$ cat src/rtl/serial_operand_driver_if.sv
// Handshake, serial-link and result signals of serial_operand_driver.
// The slave modport is the driver's view; master is the producer/adder/consumer side.
interface serial_operand_driver_if #(parameter int W = 8);
  logic         in_vld;
  logic         in_rdy;
  logic [W-1:0] in_a;
  logic [W-1:0] in_b;
  logic         ser_vld;
  logic         ser_a;
  logic         ser_b;
  logic         ser_last;
  logic         ser_sum;
  logic         res_vld;
  logic [W-1:0] res;

  modport slave (
    input  in_vld, in_a, in_b, ser_sum,
    output in_rdy, ser_vld, ser_a, ser_b, ser_last, res_vld, res
  );

  modport master (
    output in_vld, in_a, in_b, ser_sum,
    input  in_rdy, ser_vld, ser_a, ser_b, ser_last, res_vld, res
  );
endinterface

$ cat src/rtl/serial_operand_driver.sv
// Parallel-to-serial operand driver for the serial adder, LSB first, collecting the serial sum.
// Define SERIAL_OPERAND_DRIVER_BUBBLE_EN to insert one idle GAP cycle after every non-last bit.
module serial_operand_driver #(
  parameter int W = 8
) (
  input  logic                    clk,
  input  logic                    rst,
  serial_operand_driver_if.slave  bus
);

  localparam int IW = (W > 1) ? $clog2(W) : 1;

  typedef enum logic [1:0] {
    IDLE, SHIFT, DONE
`ifdef SERIAL_OPERAND_DRIVER_BUBBLE_EN
    , GAP
`endif
  } state_t;

  state_t         state;
  logic [IW-1:0]  idx;
  logic [IW-1:0]  idx_inc;
  logic [W-1:0]   sh_a, sh_b;
  logic [W-1:0]   acc, acc_next, res_q;
  logic           in_rdy_q, ser_vld_q, ser_last_q, res_vld_q;
  logic           last_bit;

  assign idx_inc  = idx + 1'b1;
  assign last_bit = (idx == IW'(W - 1));

  // Sum bits enter at the MSB so after W shifts bit i sits at position i.
  generate
    if (W == 1) begin : g_acc1
      assign acc_next = bus.ser_sum;
    end else begin : g_accn
      assign acc_next = {bus.ser_sum, acc[W-1:1]};
    end
  endgenerate

  always_ff @(posedge clk or negedge rst) begin
    if (!rst) begin
      state      <= IDLE;
      idx        <= '0;
      sh_a       <= '0;
      sh_b       <= '0;
      acc        <= '0;
      res_q      <= '0;
      in_rdy_q   <= 1'b1;
      ser_vld_q  <= 1'b0;
      ser_last_q <= 1'b0;
      res_vld_q  <= 1'b0;
    end else begin
      res_vld_q <= 1'b0;
      case (state)
        IDLE: begin
          if (bus.in_vld) begin
            sh_a       <= bus.in_a;
            sh_b       <= bus.in_b;
            idx        <= '0;
            state      <= SHIFT;
            in_rdy_q   <= 1'b0;
            ser_vld_q  <= 1'b1;
            ser_last_q <= (W == 1);
          end
        end
        SHIFT: begin
          acc        <= acc_next;
          sh_a       <= sh_a >> 1;
          sh_b       <= sh_b >> 1;
          ser_vld_q  <= 1'b0;
          ser_last_q <= 1'b0;
          if (last_bit) begin
            res_q     <= acc_next;
            res_vld_q <= 1'b1;
            state     <= DONE;
          end else begin
            idx <= idx_inc;
`ifdef SERIAL_OPERAND_DRIVER_BUBBLE_EN
            state <= GAP;
`else
            state      <= SHIFT;
            ser_vld_q  <= 1'b1;
            ser_last_q <= (idx_inc == IW'(W - 1));
`endif
          end
        end
`ifdef SERIAL_OPERAND_DRIVER_BUBBLE_EN
        GAP: begin
          state      <= SHIFT;
          ser_vld_q  <= 1'b1;
          ser_last_q <= last_bit;
        end
`endif
        DONE: begin
          state    <= IDLE;
          in_rdy_q <= 1'b1;
        end
        default: state <= IDLE;
      endcase
    end
  end

  // Shift registers keep their bit through GAP; gating by ser_vld zeroes the data lines there.
  assign bus.in_rdy   = in_rdy_q;
  assign bus.ser_vld  = ser_vld_q;
  assign bus.ser_a    = sh_a[0] & ser_vld_q;
  assign bus.ser_b    = sh_b[0] & ser_vld_q;
  assign bus.ser_last = ser_last_q;
  assign bus.res_vld  = res_vld_q;
  assign bus.res      = res_q;

endmodule

$ cat src/flat_wrapper.sv
// flat-port wrapper written by rule: the top's interface ports become plain ports
module serial_operand_driver_flat 
#(
  parameter int W = 8
)
  (clk, rst, bus_in_vld, bus_in_a, bus_in_b, bus_ser_sum, bus_in_rdy, bus_ser_vld, bus_ser_a, bus_ser_b, bus_ser_last, bus_res_vld, bus_res);
  serial_operand_driver_if #(.W(W)) bus_i ();
  input  logic clk;
  input  logic rst;
  input wire logic [$bits(bus_i.in_vld)-1:0] bus_in_vld;
  input wire logic [$bits(bus_i.in_a)-1:0] bus_in_a;
  input wire logic [$bits(bus_i.in_b)-1:0] bus_in_b;
  input wire logic [$bits(bus_i.ser_sum)-1:0] bus_ser_sum;
  output wire logic [$bits(bus_i.in_rdy)-1:0] bus_in_rdy;
  output wire logic [$bits(bus_i.ser_vld)-1:0] bus_ser_vld;
  output wire logic [$bits(bus_i.ser_a)-1:0] bus_ser_a;
  output wire logic [$bits(bus_i.ser_b)-1:0] bus_ser_b;
  output wire logic [$bits(bus_i.ser_last)-1:0] bus_ser_last;
  output wire logic [$bits(bus_i.res_vld)-1:0] bus_res_vld;
  output wire logic [$bits(bus_i.res)-1:0] bus_res;
  assign bus_i.in_vld = bus_in_vld;
  assign bus_i.in_a = bus_in_a;
  assign bus_i.in_b = bus_in_b;
  assign bus_i.ser_sum = bus_ser_sum;
  assign bus_in_rdy = bus_i.in_rdy;
  assign bus_ser_vld = bus_i.ser_vld;
  assign bus_ser_a = bus_i.ser_a;
  assign bus_ser_b = bus_i.ser_b;
  assign bus_ser_last = bus_i.ser_last;
  assign bus_res_vld = bus_i.res_vld;
  assign bus_res = bus_i.res;
  serial_operand_driver #(.W(W)) u_core (.clk(clk), .rst(rst), .bus(bus_i));
endmodule
$ cat config.mk
export PLATFORM = sky130hd
export DESIGN_NAME = serial_operand_driver_flat
export DESIGN_NICKNAME = d
export VERILOG_FILES = /design/src/rtl/serial_operand_driver_if.sv /design/src/rtl/serial_operand_driver.sv /design/src/flat_wrapper.sv
export SDC_FILE = /design/constraint.sdc
export NUM_CORES = 1
export LEC_CHECK = 0
export ABC_AREA = 0
export ABC_CLOCK_PERIOD_IN_PS = 3100
export CORE_MARGIN = 10
export CORE_UTILIZATION = 33
export CTS_BUF_LIST = sky130_fd_sc_hd__clkbuf_4
export DETAILED_ROUTE_END_ITERATION = 10
export GPL_TIMING_DRIVEN = 0
export PLACE_DENSITY = 0.53
export SYNTH_ARGS = -nofsm -noshare
export SYNTH_HDL_FRONTEND = slang
export SYNTH_SLANG_ARGS = --single-unit
$ cat constraint.sdc
create_clock -name clk -period 3.1 [get_ports clk]
set_input_delay 0.465 -clock clk [delete_from_list [all_inputs] [get_ports clk]]
set_output_delay 0.465 -clock clk [all_outputs]
set_load 0.005 [all_outputs]
After elaboration in Yosys (flattened, before gate mapping)
Cells that the tools add are included.
{"block": "word_totals", "in_bits": 20, "output_inout_bits": 14, "regBits": 41, "elab_cells": 45}
{"block": "classes", "bitwise": 2, "eq_ne": 6, "add_sub_neg": 1, "n_reduce_logical": 7, "muxes": 19}
{"cell": "$pmux 8 s2", "count": 2}
{"cell": "$mux 8", "count": 2}
{"cell": "$eq 3x3->1 const B", "count": 2}
{"cell": "$mux 1", "count": 6}
{"cell": "$mux 3", "count": 2}
{"cell": "$pmux 1 s2", "count": 3}
{"cell": "$pmux 3 s2", "count": 1}
{"cell": "$reduce_and 2->1", "count": 3}
{"cell": "$mux 2", "count": 2}
{"cell": "$ne 2x2->1 const B", "count": 2}
{"cell": "$pmux 2 s2", "count": 1}
{"cell": "$reduce_bool 2->1", "count": 2}
{"cell": "$add 3x1->3 const B", "count": 1}
{"cell": "$reduce_and 3->1", "count": 1}
{"cell": "$and 1x1->1", "count": 2}
{"cell": "$eq 2x1->1 const B", "count": 1}
{"cell": "$eq 2x2->1 const B", "count": 1}
{"cell": "$logic_not 2->1", "count": 1}

Longest topological paths before layout
{"block": "logic_depth", "word_depth": 4, "ltp_mapped": 5, "depth_no_buf": 4}

Worst setup path after synthesis
Ideal clock, no wire load.
{"block": "synth_timing", "path_kind": "reg-to-reg", "from": "reg u_core.idx[0]", "to": "reg u_core.res_q[0], in the netlist u_core.bus.res[0]", "path_buffers": 1, "setup_time_ns": 0.128, "required_time_ns": 2.972, "synth_period_minus_slack_ns": 1.583, "t_arrival_ns": 1.455, "stages_incl_launch_ff": 6, "slack_ns": 1.517, "path_cell_list": "dfrtp_1 ha_1 ha_1 nand3b_1 buf_2 mux2_1"}
{"block": "synth_via", "elab_chain_len": 2}
{"item": "start, declared", "line_no": "serial_operand_driver.sv:21", "source": "logic [IW-1:0] idx;"}
{"item": "start signal, assigned", "line_no": "serial_operand_driver.sv:77", "source": "idx <= idx_inc;"}
{"item": "$eq 3x3->1", "line_no": "serial_operand_driver.sv:29", "source": "assign last_bit = (idx == IW'(W - 1));"}
{"item": "$reduce_and 2->1 (no line)"}
{"item": "end signal, assigned", "line_no": "serial_operand_driver.sv:73", "source": "res_q <= acc_next;"}
{"item": "end, declared", "line_no": "serial_operand_driver.sv:24", "source": "logic [W-1:0] acc, acc_next, res_q;"}
Every way passes these cells.
A chain may end at the register's enable or synchronous reset.

Worst setup path after layout
{"block": "layout_timing", "from": "reg u_core.ser_vld_q, in the netlist u_core.bus.ser_vld", "to": "out bus_ser_a"}
{"block": "layout_via", "elab_chain_len": 1}
{"item": "start, declared", "line_no": "serial_operand_driver.sv:25", "source": "logic in_rdy_q, ser_vld_q, ser_last_q, res_vld_q;"}
{"item": "start signal, assigned", "line_no": "serial_operand_driver.sv:49", "source": "ser_vld_q <= 1'b0;"}
{"item": "start signal, assigned", "line_no": "serial_operand_driver.sv:62", "source": "ser_vld_q <= 1'b1;"}
{"item": "start signal, assigned", "line_no": "serial_operand_driver.sv:70", "source": "ser_vld_q <= 1'b0;"}
{"item": "$and 1x1->1", "line_no": "serial_operand_driver.sv:106", "source": "assign bus.ser_a = sh_a[0] & ser_vld_q;"}
{"item": "end, declared", "line_no": "flat_wrapper.sv:16", "source": "output wire logic [$bits(bus_i.ser_a)-1:0] bus_ser_a;"}
Every way passes these cells.

==> impl_metrics.toml <==
[run_status]
status = "finished clean"

[timing]
period_share_pct = 62.67
post-route-min-period_ns = 1.943
worst_pin_slew_ns = 0.8731
rsz0062_at_grt = "false"
slew_viol_final = 0
skew_ns = 0.02490
timing.fmax_mhz = 514.8
setup_viol = 0
hold_ws_ns = 0.1979
relSlewSlack_pct = 41.79
hold_viol = 0
fin_tns_setup_ns = 0

[yosys]
yosysMostFrequentCell = "dfrtp_1"
syn-cell-area_um2 = 1847
syn-num-nets = 178
synthFlopType = "dfrtp_1"
ys_types = 23
seq_area_frac_synth_pct = 54.27
ys.warnings.count = 0
postSynthAreaPerCell_um2 = 11.91
netlist_top_cells_area = "dfrtp_1 53%, nor4b_1 7.6%, nor3b_1 6.1%"
yosys.area.top_type = "dfrtp_1"
synth_edf_count = 0
synth-seq-cells = 40
synth_common_cells = "39 x dfrtp_1, 19 x inv_1, 16 x nor4b_1"
postSynth.asyncResetShare_pct = 100.0
syn_inst = 155
synth_top_cell_area_share_pct = 52.85

[detailed_routing]
ant_nets = 0
vias_per_cell = 4.925
vias = 1320
route.detailed.drc = 0
drt_wl_total_um = 4300
firstDrtPassIters = 3
drt-initial-drc-count = 51
wl_per_cell_um = 16.04

[clocking]
clk_latency_ns = 0.36
cts_buffers = 5
cts-root-buf = "clkbuf_4"
cts_max_path_buffers = 2
cts-htree-levels = 2
cts_resized = 0
cts_setup_buffers = 0
cts_hold_buf = 0
clkTransAtPathRegs_ns = 0.14
cts_tree = "built"
cts_sinks = 40

[power]
ir_drop_v = 0.0003341
swShare_pct = 32.81
switchingPower_mw = 0.6852
clkPwrFrac_pct = 16.4
p_per_area_nw_per_um2 = 891.7
seqPwrFrac_pct = 43.2
power.internal_mw = 1.403
power_leakage_nw = 1.030
combPwrFrac_pct = 40.3

[die]
coreArea_um2 = 5473
die_h_um = 94.81
die_area_um2 = 8989
initial_utilization_pct = 33.74
rows = 27
die_x_um = 94.81
ios = 34

[job]
max-cap-violations = 0

[layout]
antenna_cells = 0
seqCellArea_um2 = 1002
final_cell_count_no_fill = 268
syn_to_final_growth_pct = 26.83
multiInputGateArea_um2 = 718.2
fillCellCount = 542
drive_above_1_share_pct = 12.24
num-nets-final = 218
final_util_pct = 42.80

[place]
dp_cells = 260
dp_hpwl_um = 3117
gp_congestion = 0.8085
numPortBuffers = 33

[grt]
grt_pass1_vias = 1397
antenna_found_initial = 0
grt.overflow.total = 0
grt_start_max_net_pins = 41
grt_usage_pct = 10.21
grt_pass1_wl_um = 7189

[worst_setup_path]
crit_chain = "inv_1, nor2_1, clkdlybuf4s50_1"
slowest_stage = "clkdlybuf4s50_1"
start_kind = "flop"
cpPeakStageDelay_ns = 0.52
critPathKind = "reg2out"
crit_fanout = 3
worstPathRequired_ns = 2.63
end_kind = "output pin"
cp.arrival_ns = 1.48

[worst_hold_path]
hold_class = "in2async"
state kept, by name (all words and copies together) (netlist names):
name / flops
u_core.acc: 7
u_core.sh_a: 8
u_core.bus.ser_vld: 1
u_core.bus.res: 8
u_core.state: 2
u_core.bus.res_vld: 1
u_core.bus.in_rdy: 1
u_core.sh_b: 8
u_core.bus.ser_last: 1
u_core.idx: 3
metrics by stage:
step	total power [mW]	setup WS (ns)	cell area, µm²
global placement	1.735	0.5628	2267
floorplan	1.407	1.517	1847
global route	2.263	1.070	2342
finish	2.088	1.157	2342
CTS	2.127	1.133	2342
detailed placement	1.777	1.041	2262
cell families after synthesis:
| family | synth area share, % |
|---|---|
| muxes | 9.147 |
| adders and majority gates | 2.033 |
| AOI/OAI and AO/OA | 10.09 |
| DFF | 54.27 |
| buffers and inverters | 6.843 |
| and+or+nand+nor | 17.62 |
layout by cell type (no fill, tap or decap), types with 2 or more instances in the layout:
master / n
a211o_1: 3
a211oi_1: 14
a22o_1: 4
and3_1: 3
buf_2: 6
clkbuf_1: 6
clkbuf_4: 5
clkdlybuf4s50_1: 32
dfrtp_1: 39
ha_1: 3
inv_1: 19
mux2_1: 7
mux2_2: 8
nand2b_1: 3
nor2_1: 2
nor3b_1: 15
nor4b_1: 16
power groups by stage:
stage / Clock [mW] / Sequential (mW) / Combinational [mW]
3_3_place_gp: 0 / 0.900 / 0.835
3_5_place_dp: 0 / 0.917 / 0.861
6_report: 0.343 / 0.903 / 0.842
4_1_cts: 0.355 / 0.907 / 0.866
2_1_floorplan: 0 / 0.882 / 0.524
5_1_grt: 0.378 / 0.937 / 0.948
area by class of cell:
type	count	share of cell area [%]
Timing Repair Buffer	33	13.89
Sequential cell	40	42.79
Inverter	19	3.045
Buffer	12	2.350
Clock buffer	5	1.603
Multi-Input combinational cell	84	30.66
Tap cell	72	3.846
Clock inverter	3	1.816
metal layers:
| metal | up-vias | part of all wire, % | track usage, % |
|---|---|---|---|
| met5 | - | 0 | 0 |
| met4 | 0 | 1.0 | 2.993 |
| met3 | 7 | 7.6 | 4.520 |
| met2 | 30 | 47 | 15.45 |
| met1 | 652 | 44 | 12.88 |
| li1 | 631 | - | - |
critical path: cells and delay by family (launching register included):
kind	cells	cell delay, ns
buffers and inverters	2	0.60
flip-flops	1	0.38
AND/OR/NAND/NOR	1	0.14
path summary, 6_finish.rpt:
path                                      to  depth (start not counted)  slack, ns                from
max                                bus_ser_a                          3       1.16  u_core.bus.ser_vld
min                           u_core.sh_b[5]                          1       0.20                 rst
max reg2reg                u_core.bus.res[1]                          5       1.32       u_core.idx[0]
min reg2reg                u_core.bus.res[0]                          1       0.48       u_core.acc[1]
max in group asynchronous  u_core.bus.res[7]                          1       2.33                 rst
min in group clk           u_core.bus.res[0]                          1       0.48       u_core.acc[1]
Power figures use the tool's default switching activity.
